File: src/rtl/tune_pkg.sv
// Shared types, sizes and the note-step table for the tune sequencer.
// Pitch of note i is (freq * STEP[i]) >> 3, so STEP values are multipliers scaled by eight.
package tune_pkg;

   typedef enum logic [2:0] {
      IDLE,
      LOAD,
      PLAY,
      GAP,
      DONE
   } state_t;

   localparam int NUM_NOTES = 8;
   localparam int FREQ_W    = 10;
   localparam int DUR_W     = 10;
   localparam int NOTE_W    = 3;
   localparam int STEP_W    = 5;
   localparam int PITCH_W   = 12;
   localparam int PROD_W    = FREQ_W + STEP_W;

   // Element [0] is the rightmost entry, so the table reads 8,9,10,11,12,13,15,16 by index.
   localparam logic [NUM_NOTES-1:0][STEP_W-1:0] STEP = {
      5'd16, 5'd15, 5'd13, 5'd12, 5'd11, 5'd10, 5'd9, 5'd8
   };

   function automatic logic [PITCH_W-1:0] note_pitch(
      input logic [FREQ_W-1:0] freq,
      input logic [NOTE_W-1:0] idx
   );
      logic [PROD_W-1:0] prod;
      prod = PROD_W'(freq) * PROD_W'(STEP[idx]);
      return prod[PROD_W-1:3];
   endfunction

endpackage

File: src/rtl/tune_sequencer_if.sv
// Request/status bundle between the SPI frame logic and the tune sequencer.
interface tune_sequencer_if;
   import tune_pkg::*;

   logic              start;
   logic [FREQ_W-1:0] freq;
   logic [DUR_W-1:0]  dur;
   logic              busy;
   logic              done;
   logic [NOTE_W-1:0] note;
   logic              pwm;

   modport master (
      output start, freq, dur,
      input  busy, done, note, pwm
   );

   modport slave (
      input  start, freq, dur,
      output busy, done, note, pwm
   );

endinterface

File: src/rtl/tune_sequencer_nco.sv
// 32-bit phase accumulator whose MSB is a square wave at inc/2^32 of the clock rate.
module tone_nco (
   input  logic        clk,
   input  logic        reset,
   input  logic        clear,
   input  logic        en,
   input  logic [31:0] inc,
   output logic        out
);

   logic [31:0] phase;

   // Clearing outranks stepping so a new note always restarts from phase zero.
   always_ff @(posedge clk) begin
      if (reset || clear) begin
         phase <= '0;
      end else if (en) begin
         phase <= phase + inc;
      end
   end

   assign out = phase[31];

endmodule

File: src/rtl/tune_sequencer.sv
// Plays an eight-note melody on pwm from a latched (freq, dur) pair, with
// millisecond-timed notes separated by silent gaps.
module tune_sequencer
   import tune_pkg::*;
#(
   parameter int CLK_HZ     = 24_000_000,
   parameter int TICK_CYC   = CLK_HZ / 1000,
   parameter int INC_PER_HZ = 179,
   parameter int GAP_MS     = 10
)(
   input  logic clk,
   input  logic reset,
   tune_sequencer_if.slave bus
);

   localparam int TICK_W = (TICK_CYC > 1) ? $clog2(TICK_CYC) : 1;
   localparam logic [TICK_W-1:0] TICK_LAST = TICK_W'(TICK_CYC - 1);
   localparam logic [DUR_W-1:0]  GAP_LAST  = DUR_W'(GAP_MS - 1);
   localparam logic [NOTE_W-1:0] LAST_NOTE = NOTE_W'(NUM_NOTES - 1);

   state_t              state;
   state_t              state_nxt;
   logic [FREQ_W-1:0]   freq_q;
   logic [DUR_W-1:0]    dur_q;
   logic [NOTE_W-1:0]   note_q;
   logic [PITCH_W-1:0]  pitch_q;
   logic [TICK_W-1:0]   tick_q;
   logic [DUR_W-1:0]    ms_q;
   logic [DUR_W-1:0]    ms_last;
   logic                seg_end;
   logic                accept;
   logic                nco_clear;
   logic                nco_en;
   logic                nco_out;
   logic [31:0]         phase_inc;

   always_ff @(posedge clk) begin
      if (reset) begin
         state <= IDLE;
      end else begin
         state <= state_nxt;
      end
   end

   // The same tick/ms counters time both notes and gaps; only the final ms differs.
   always_comb begin
      state_nxt = state;
      ms_last   = (state == PLAY) ? (dur_q - DUR_W'(1)) : GAP_LAST;
      seg_end   = (tick_q == TICK_LAST) && (ms_q == ms_last);
      accept    = 1'b0;
      nco_clear = 1'b1;
      nco_en    = 1'b0;
      bus.busy  = 1'b1;
      bus.done  = 1'b0;
      case (state)
         IDLE: begin
            bus.busy = 1'b0;
            if (bus.start) begin
               accept    = 1'b1;
               state_nxt = LOAD;
            end
         end
         LOAD: begin
            state_nxt = (freq_q == '0 || dur_q == '0) ? DONE : PLAY;
         end
         PLAY: begin
            nco_clear = 1'b0;
            nco_en    = 1'b1;
            if (seg_end) begin
               state_nxt = (note_q == LAST_NOTE) ? DONE : GAP;
            end
         end
         GAP: begin
            if (seg_end) begin
               state_nxt = PLAY;
            end
         end
         DONE: begin
            bus.done  = 1'b1;
            state_nxt = IDLE;
         end
         default: begin
            state_nxt = IDLE;
         end
      endcase
   end

   always_ff @(posedge clk) begin
      if (reset) begin
         freq_q  <= '0;
         dur_q   <= '0;
         note_q  <= '0;
         pitch_q <= '0;
         tick_q  <= '0;
         ms_q    <= '0;
      end else begin
         if (accept) begin
            freq_q <= bus.freq;
            dur_q  <= bus.dur;
            note_q <= '0;
         end
         if (state == LOAD) begin
            pitch_q <= note_pitch(freq_q, '0);
         end
         if (state == GAP && seg_end) begin
            note_q  <= note_q + NOTE_W'(1);
            pitch_q <= note_pitch(freq_q, note_q + NOTE_W'(1));
         end
         // Counters run only while timing a note or gap and restart at every segment boundary.
         if (state == PLAY || state == GAP) begin
            if (tick_q == TICK_LAST) begin
               tick_q <= '0;
               ms_q   <= seg_end ? '0 : ms_q + DUR_W'(1);
            end else begin
               tick_q <= tick_q + TICK_W'(1);
            end
         end else begin
            tick_q <= '0;
            ms_q   <= '0;
         end
      end
   end

   assign phase_inc = 32'(pitch_q) * 32'(INC_PER_HZ);

   tone_nco u_nco (
      .clk   (clk),
      .reset (reset),
      .clear (nco_clear),
      .en    (nco_en),
      .inc   (phase_inc),
      .out   (nco_out)
   );

   assign bus.note = note_q;
   assign bus.pwm  = (state == PLAY) && nco_out;

endmodule

File: src/flat_wrapper.sv
// flat-port wrapper written by rule: the top's interface ports become plain ports
module tune_sequencer_flat import tune_pkg::*;
#(
   parameter int CLK_HZ     = 24_000_000,
   parameter int TICK_CYC   = CLK_HZ / 1000,
   parameter int INC_PER_HZ = 179,
   parameter int GAP_MS     = 10
)
  (clk, reset, bus_start, bus_freq, bus_dur, bus_busy, bus_done, bus_note, bus_pwm);
  tune_sequencer_if bus_i ();
  input  logic clk;
  input  logic reset;
  input wire logic [$bits(bus_i.start)-1:0] bus_start;
  input wire logic [$bits(bus_i.freq)-1:0] bus_freq;
  input wire logic [$bits(bus_i.dur)-1:0] bus_dur;
  output wire logic [$bits(bus_i.busy)-1:0] bus_busy;
  output wire logic [$bits(bus_i.done)-1:0] bus_done;
  output wire logic [$bits(bus_i.note)-1:0] bus_note;
  output wire logic [$bits(bus_i.pwm)-1:0] bus_pwm;
  assign bus_i.start = bus_start;
  assign bus_i.freq = bus_freq;
  assign bus_i.dur = bus_dur;
  assign bus_busy = bus_i.busy;
  assign bus_done = bus_i.done;
  assign bus_note = bus_i.note;
  assign bus_pwm = bus_i.pwm;
  tune_sequencer #(.CLK_HZ(CLK_HZ), .TICK_CYC(TICK_CYC), .INC_PER_HZ(INC_PER_HZ), .GAP_MS(GAP_MS)) u_core (.clk(clk), .reset(reset), .bus(bus_i));
endmodule
File: config.mk
export PLATFORM = sky130hd
export DESIGN_NAME = tune_sequencer_flat
export DESIGN_NICKNAME = d
export VERILOG_FILES = /design/src/rtl/tune_pkg.sv /design/src/rtl/tune_sequencer_if.sv /design/src/rtl/tune_sequencer_nco.sv /design/src/rtl/tune_sequencer.sv /design/src/flat_wrapper.sv
export SDC_FILE = /design/constraint.sdc
export NUM_CORES = 1
export LEC_CHECK = 0
export ABC_AREA = 1
export CORE_ASPECT_RATIO = 0.5
export CORE_UTILIZATION = 45
export DETAILED_ROUTE_END_ITERATION = 10
export PLACE_DENSITY = 0.7
export SETUP_SLACK_MARGIN = 0.5
export SKIP_CTS_REPAIR_TIMING = 1
export SLEW_MARGIN = 15
export SYNTH_ARGS = -nofsm -noshare
export SYNTH_HDL_FRONTEND = slang
export SYNTH_HIERARCHICAL = 1
export SYNTH_SLANG_ARGS = --single-unit
File: constraint.sdc
create_clock -name clk -period 10.15 [get_ports clk]
set_clock_uncertainty 0.15 [all_clocks]
set_input_delay 3.045 -clock clk [delete_from_list [all_inputs] [get_ports clk]]
set_output_delay 3.045 -clock clk [all_outputs]
set_load 0.1 [all_outputs]
---- After elaboration in Yosys (flattened, before gate mapping) ----
Memories as Yosys holds them, arrays and structs flattened.
Cells that the tools add are included.
cells by class
  $add $sub $neg .......................... 5
  multipliers ............................. 2
  magnitude comparators ................... 1
  equality and inequality tests ........... 10
  multiplexer cells ....................... 19
  bitwise logic cells ..................... 1
  reductions and logical operators ........ 14
operators with widths
  operator                                                                       number
  32-bit by 20-bit adder with 32-bit output                                      1
  12-bit two-way mux                                                             2
  3-bit two-way mux                                                              7
  10-bit logical NOT                                                             2
  12-bit by 8-bit multiplier with 20-bit output (second input constant)          1
  10-bit two-way mux                                                             2
  15-bit by 1-bit adder with 15-bit output (second input constant)               1
  15-bit equality test (second input constant)                                   1
  10-bit by 5-bit multiplier with 15-bit output                                  1
  3-bit case mux with 4 select lines                                             1
  10-bit by 1-bit adder with 10-bit output (second input constant)               1
  10-bit equality test                                                           1
  10-bit by 1-bit subtractor with 10-bit output (second input constant)          1
  3-bit by 2-bit equality test with 1-bit output (second input constant)         2
  3-bit equality test (second input constant)                                    2
  1-bit two-way mux                                                              6
  5-bit two-way mux                                                              1
  3-bit by 4-bit less-than comparator with 1-bit output (second input constant)  1
  2-bit by 1-bit != test with 1-bit output (second input constant)               2
  2-bit nonzero test                                                             2
  3-bit by 1-bit adder with 3-bit output (second input constant)                 1
  3-bit by 1-bit equality test with 1-bit output (second input constant)         1
  1-bit logical AND                                                              3
  3-bit logical NOT                                                              1
  6 further kinds                                                                8
storage, ports and cells
  flip-flop bits (word level) ............. 95
  memory bits (read-only) ................. 40
  input port bits ......................... 23
  word-level logic and storage cells ...... 61
  memories ................................ 1
memory list
  name              depth  width  read ports  clocked after memory_dff  wr ports  RTL line        RTL
  (name not given)  8      5      1           0                         0         tune_pkg.sv:31  prod = PROD_W'(freq) * PROD_W'(STEP[idx]);

---- Longest topological paths before layout ----
Gate-level depths: netlist (run 1).
  word-level depth ........................ 6
  mapped depth ............................ 29

---- Cells and area by module ----
The synthesis (run 1) kept the hierarchy.
by module, submodules not included
  module          times used  cells an instance  area an instance (um^2)
  tune_sequencer  1           958                6816.5
  tone_nco        1           679                3682.3

---- Least setup slack after synthesis (run 1) ----
No wires, ideal clock.
  path type ............................... flip-flop to output port
  start point ............................. register u_core.state[0]
  end point ............................... output bus_done
  arrival ................................. 2.440 ns
  data required time ...................... 6.955 ns
  slack ................................... 4.515 ns
  cell stages (with the launch flop) ...... 2
  path buffers ............................ 0
  cells stage by stage .................... dfxtp_1 > nor3_1
between the ends
  cells in the longest elaborated chain, start to end .. 2
RTL lines
  item                    RTL line              RTL
  from (decl)             tune_sequencer.sv:21  state_t state;
  from (signal assigned)  tune_sequencer.sv:41  state <= state_nxt;
  3-bit equality test     tune_sequencer.sv:55  case (state)
  1-bit two-way mux       tune_sequencer.sv:55
  to (decl)               flat_wrapper.sv:17    output wire logic [$bits(bus_i.done)-1:0] bus_done;
Every way passes these cells.

---- Worst setup path in the final report (run 1) ----
  start point ............................. register u_core.state[1]
  end point ............................... output bus_pwm
between the ends
  cells in the longest elaborated chain, start to end .. 2
RTL lines
  item                                            RTL line               RTL
  3-bit by 2-bit equality test with 1-bit output  tune_sequencer.sv:136  assign bus.pwm = (state == PLAY) && nco_out;
  1-bit logical AND                               tune_sequencer.sv:136
  to (decl)                                       flat_wrapper.sv:19     output wire logic [$bits(bus_i.pwm)-1:0] bus_pwm;
Every way passes these cells.

==> results of run 1 <==
-- worst max-delay path: stages, from the launching register on --
cell             delay (ps)
dfxtp_1                 390
nand2_2                 110
nor2_4                  110
inv_1                    80
nor2_1                  120
clkdlybuf4s50_1        1140
-- per-layer routing --
| layer | share of wire | track usage | vias to the layer above |
|---|---|---|---|
| li1 | - | - | 5125 |
| met1 | 0.51 | 0.293 | 4276 |
| met2 | 0.45 | 0.361 | 157 |
| met3 | 0.035 | 0.0321 | 18 |
| met4 | 0.0092 | 0.0430 | 0 |
| met5 | 0 | 0 | - |
-- state kept, by name, indices dropped and copies added (netlist names) --
name	flops
u_core/u_nco/phase	32
u_core/tick_q	15
u_core/pitch_q	12
u_core/dur_q	10
u_core/freq_q	10
u_core/ms_q	10
u_core/bus.note	3
u_core/state	3
-- stage by stage --
step	power, uW	worst slack, ps
2_1_floorplan	1240	4520
3_3_place_gp	1440	4930
3_5_place_dp	1460	4860
4_1_cts	1820	4600
5_1_grt	1980	4470
6_report	1810	4630
-- power by group --
part | leakage [uW] | total (uW) | switching, uW | internal (uW)
Clock | 0.000146 | 356 | 162 | 195
Combinational | 0.00545 | 981 | 649 | 332
Sequential | 0.000771 | 472 | 52.1 | 419
-- area by class of cell --
| class | instances | area, um^2 | area share |
|---|---|---|---|
| Clock inverter | 5 | 63.8 | 0.00561 |
| Timing Repair Buffer | 30 | 295 | 0.0260 |
| Sequential cell | 95 | 1900 | 0.167 |
| Tap cell | 307 | 384 | 0.0338 |
| Multi-Input combinational cell | 1191 | 7230 | 0.636 |
| Clock buffer | 11 | 233 | 0.0205 |
| Inverter | 337 | 1260 | 0.111 |
-- kinds of logic (layout without fill, tap and decap cells) --
logic type / Yosys count / after routing / share of synthesized area
AOI/OAI and AO/OA: 162 / 162 / 0.0818
adders and majority gates: 165 / 165 / 0.232
other: 1 / 12 / 0.000357
buffers and inverters: 362 / 383 / 0.134
xor gates and xnor gates: 42 / 42 / 0.0350
and+or+nand+nor: 810 / 810 / 0.335
DFF: 95 / 95 / 0.181
-- final timing paths --
kind                                         from                     end  slack [ps]  cells after the start
worst max register to register  u_core/pitch_q[4]  u_core/u_nco/phase[24]        4820                     24
worst min register to register   u_core/tick_q[0]        u_core/tick_q[0]         300                      1
worst max-delay path              u_core/state[1]                 bus_pwm        4630                      5
worst min-delay path             u_core/tick_q[0]        u_core/tick_q[0]         300                      1
-- cells in the final DEF (no fill, tap or decap), types with 17 or more instances in the layout --
cell type	instances
inv_1	334
xor2_1	32
nand2_1	411
o21ai_0	53
clkdlybuf4s50_1	28
nand4_1	32
nand2_2	17
ha_1	115
fa_1	50
a21oi_1	83
dfxtp_1	95
nand3_1	89
nor2_1	195
==> results_dict.tcl, run 1 <==
set metrics [dict create \
    route.final.wire_length_um 24500 \
    hpwl_um 19700 \
    period_share 0.543 \
    p_per_area_mw_per_mm2 159 \
    synthTopCellsByCount "411 x nand2_1, 334 x inv_1, 195 x nor2_1" \
    post_dp_cell_area_mm2 0.0111 \
    slew_violations 0 \
    dieArea_mm2 0.0240 \
    firstDrtPassIters 5 \
    cts_tree "done" \
    avgRoutedWirePerCell_um 12.4 \
    ys_async_sr_fraction 0 \
    io_pins 29 \
    syn_inst 1637 \
    synthToLayoutAreaGrowth_pct 8.34 \
    die_w_um 218 \
    fin_tns_setup_ps 0 \
    design_area_mm2 0.0114 \
    viasPerCell 4.85 \
    path_max_fanout 4 \
    synth-edff-count 0 \
    hold_violations 0 \
    ir_worst_vdd_uv 101 \
    setup_viol_count_final 0 \
    cts_buffers 9 \
    layout-drive-gt1-share 0.0431 \
    yosysMostFrequentCell "nand2_1" \
    grt_max_degree 72 \
    ys_warn_count 6 \
    grt_pass1_wl_um 41500 \
    grt.total_usage 0.214 \
    core_area_mm2 0.0228 \
    path_class "reg -> out" \
    start_util 0.460 \
    synth_top_area_share 0.181 \
    ant_nets 0 \
    syn-cell-area_mm2 0.0105 \
    io_buffers 28 \
    diodes 0 \
    die_y_um 110 \
    tightest_slew_ps 972 \
    ys_seq_area_frac 0.181 \
    drc 0 \
    ys_ff_latch 95 \
    cp-end-kind "output port" \
    clock_latency_ps 360 \
    grt_pass1_vias 8821 \
    rsz0062_at_grt "false" \
    gr-total-overflow 0 \
    final_net_count 1852 \
    ys_types 45 \
    dp.cells 1960 \
    cts-root-buf "clkbuf_16" \
    fp-row-count 39 \
    clkSlewWorstSetupHoldPaths_ps 70 \
    relSlewSlack 0.350 \
    nFillCells 2366 \
    cts_sinks 95 \
    drt_iter0_markers 520 \
    synthFlopType "dfxtp_1" \
    place_congestion 0.907 \
    status "complete, no violations" \
    num_vias 9576 \
    antenna_found_initial 0 \
    critPathRequiredTime_ps 6960 \
    utilization 0.498 \
    synth_top_area_cell "dfxtp_1" \
    critPathArrivalTime_ps 2320 \
    clk_path_buf_depth 2 \
    whs_ps 303 \
    drv_cap 0 \
    worst_setup_path_start_kind "register" \
    instances_no_fill 1976 \
    syn_avg_cell_area_um2 6.41 \
    hp-class "reg -> reg" \
    cts_max_level 3 \
    max_freq_mhz 181 \
    p_leak_uw 0.00637 \
    period_needed_ps 5520 \
    synth_area_leaders "dfxtp_1 18%, nand2_1 15%, ha_1 14%" \
]
No activity file was read; power rests on OpenSTA's default activity.
==> run 2, diff against run 1 <==
Clock period 10.15 ns to 5.3 ns, I/O delays scaled along.
==> run 2 against run 1 <==
  * Power grew 100%
  * Cell area grew 6.6%
  * First-iteration DRC count is 2.9% lower
  * Combinational power is 110% higher
  * Via count grew 2.6%
  * Sequential power grew 92%
  * Critical path depth is 21 higher
  * Die area unchanged
  * Critical path type is now reg -> reg
  * Highest routed layer unchanged
==> results_dict.tcl, run 2 (synthesized netlist as in run 1, its figures left out) <==
set metrics [dict create \
    clock_latency_ps 370 \
    ir_worst_vdd_uv 221 \
    grt.total_usage 0.213 \
    pwr-share-clk 0.181 \
    largest_register_ffs 32 \
    drc 0 \
    cp-end-kind "register" \
    fp-row-count 39 \
    drv_cap 0 \
    dieArea_mm2 0.0240 \
    antenna_found_initial 0 \
    clk_path_buf_depth 2 \
    ant_nets 0 \
    cts_sinks 95 \
    power_uw 3630 \
    holdPathStages 1 \
    layout-drive-gt1-share 0.145 \
    min_to "u_core/tick_q[0]" \
    hpwl_um 19600 \
    synthToLayoutAreaGrowth_pct 15.5 \
    setup_ws_ps 394 \
    rsz0062_at_grt "true" \
    io_buffers 28 \
    hold_violations 0 \
    path_class "reg -> reg" \
    mostFrequentLayoutCells "363 x nand2_1, 314 x inv_1, 182 x nor2_1, 97 x ha_1, 85 x dfxtp_1" \
    p_leak_uw 0.00657 \
    post_dp_cell_area_mm2 0.0111 \
    fin_tns_setup_ps 0 \
    place_congestion 0.912 \
    final_net_count 1868 \
    hp-class "reg -> reg" \
    relSlewSlack 0.325 \
    path_max_fanout 5 \
    start_util 0.460 \
    cts_tree "done" \
    gr-total-overflow 0 \
    avgRoutedWirePerCell_um 12.7 \
    clkSlewWorstSetupHoldPaths_ps 70 \
    power_switching_uw 1760 \
    cts-root-buf "clkbuf_16" \
    io_pins 29 \
    slew_violations 0 \
    diodes 0 \
    max_freq_mhz 204 \
    period_share 0.926 \
    seqPwrFrac 0.249 \
    r2r_start "u_core/pitch_q[2]" \
    whs_ps 304 \
    cts_buffers 9 \
    route.final.wire_length_um 25300 \
    grt_pass1_vias 8986 \
    critPathArrivalTime_ps 5030 \
    period_needed_ps 4910 \
    pre_cts_ws_ps 113 \
    tightest_slew_ps 1010 \
    firstDrtPassIters 5 \
    worst_setup_path_start_kind "register" \
    cts_max_level 3 \
    grt_max_degree 72 \
    internal_power_uw 1870 \
    drt_iter0_markers 505 \
    core_area_mm2 0.0228 \
    largest_register "u_core/u_nco/phase" \
    viasPerCell 4.93 \
    critPathRequiredTime_ps 5420 \
    grt_pass1_wl_um 41300 \
    swShare 0.485 \
    worst-r2r-cell-count 26 \
    setup_viol_count_final 0 \
    rr_endpoint "u_core/u_nco/phase[29]" \
    final_common_cell "nand2_1" \
    num_vias 9823 \
    design_area_mm2 0.0121 \
    min_from "u_core/tick_q[0]" \
    p_comb_frac 0.570 \
    die_w_um 218 \
    top_regs "u_core/u_nco/phase: 32 flops, u_core/tick_q: 15 flops, u_core/pitch_q: 12 flops" \
    die_y_um 110 \
    status "complete, no violations" \
    r2r_setup_slack_ps 390 \
    p_per_area_mw_per_mm2 299 \
]
-- run 2: changes by cell type in the layout (fill, tap and decap cells not counted), sizes merged --
cell and delta:
clkbuf -2, clkinv +2, clkdlybuf4s50 -1, clkinvlp +1
buf +17, bufinv -1
-- run 2: cell type report --
class	count	area [um^2]
fill	2250	10700
multi-input combinational	1191	7850
inverter	337	1260
clock inverter	7	63.8
tap	307	384
timing repair buffer	46	413
sequential	95	1930
clock buffer	9	225
-- run 2: power by group through the flow --
| stage | sequential, uW | combinational (uW) | clock (uW) |
|---|---|---|---|
| 6_report | 904 | 2070 | 656 |
| 5_1_grt | 919 | 2330 | 709 |
| 4_1_cts | 896 | 1890 | 683 |
| 3_5_place_dp | 913 | 1880 | 0 |
| 3_3_place_gp | 911 | 1860 | 0 |
| 2_1_floorplan | 881 | 1500 | 0 |
-- run 2: how the worst max path moves through the flow --
stage                 startpoint                      to  slack (ps)  cells after the start
4_1_cts        u_core/pitch_q[3]  u_core/u_nco/phase[27]         110                     25
3_5_place_dp   u_core/pitch_q[3]  u_core/u_nco/phase[27]         110                     25
2_1_floorplan  u_core/pitch_q[3]  u_core/u_nco/phase[30]         510                     28
3_3_place_gp   u_core/pitch_q[4]  u_core/u_nco/phase[28]         170                     24
6_report       u_core/pitch_q[2]  u_core/u_nco/phase[29]         390                     26
5_1_grt        u_core/pitch_q[4]  u_core/u_nco/phase[29]         190                     26
-- run 2: critical path: stages (launching register included) --
cell	delay (ps)
dfxtp_4	370
ha_4	260
inv_2	30
fa_1	480
inv_1	60
fa_1	470
fa_1	550
ha_4	240
a21oi_2	140
o21ai_2	80
nand2_2	90
o2111ai_4	150
a31oi_1	280
xor2_1	290
ha_4	280
nand2_4	90
inv_2	30
nand2_1	70
nand2_2	70
nand2_1	80
nand2_2	70
a21oi_2	150
nand2_1	60
nand2_1	50
nand3_1	60
nand2_1	100
inv_1	30
-- run 2: through the flow --
stage / util / std cells
after floorplan: - / 1648
after global placement: 0.487 / 1963
after global routing: 0.531 / 1992
final: 0.531 / 1992
after detailed placement: 0.487 / 1963
after CTS: 0.499 / 1979
-- run 2: per-layer routing --
metal  GRT usage  routed length, um  up-vias
met1       0.279              12300     4472
met3      0.0373                949       24
met2       0.373              11800      162
met5           0                  0        -
li1            -                  -     5165
met4      0.0390                240        0
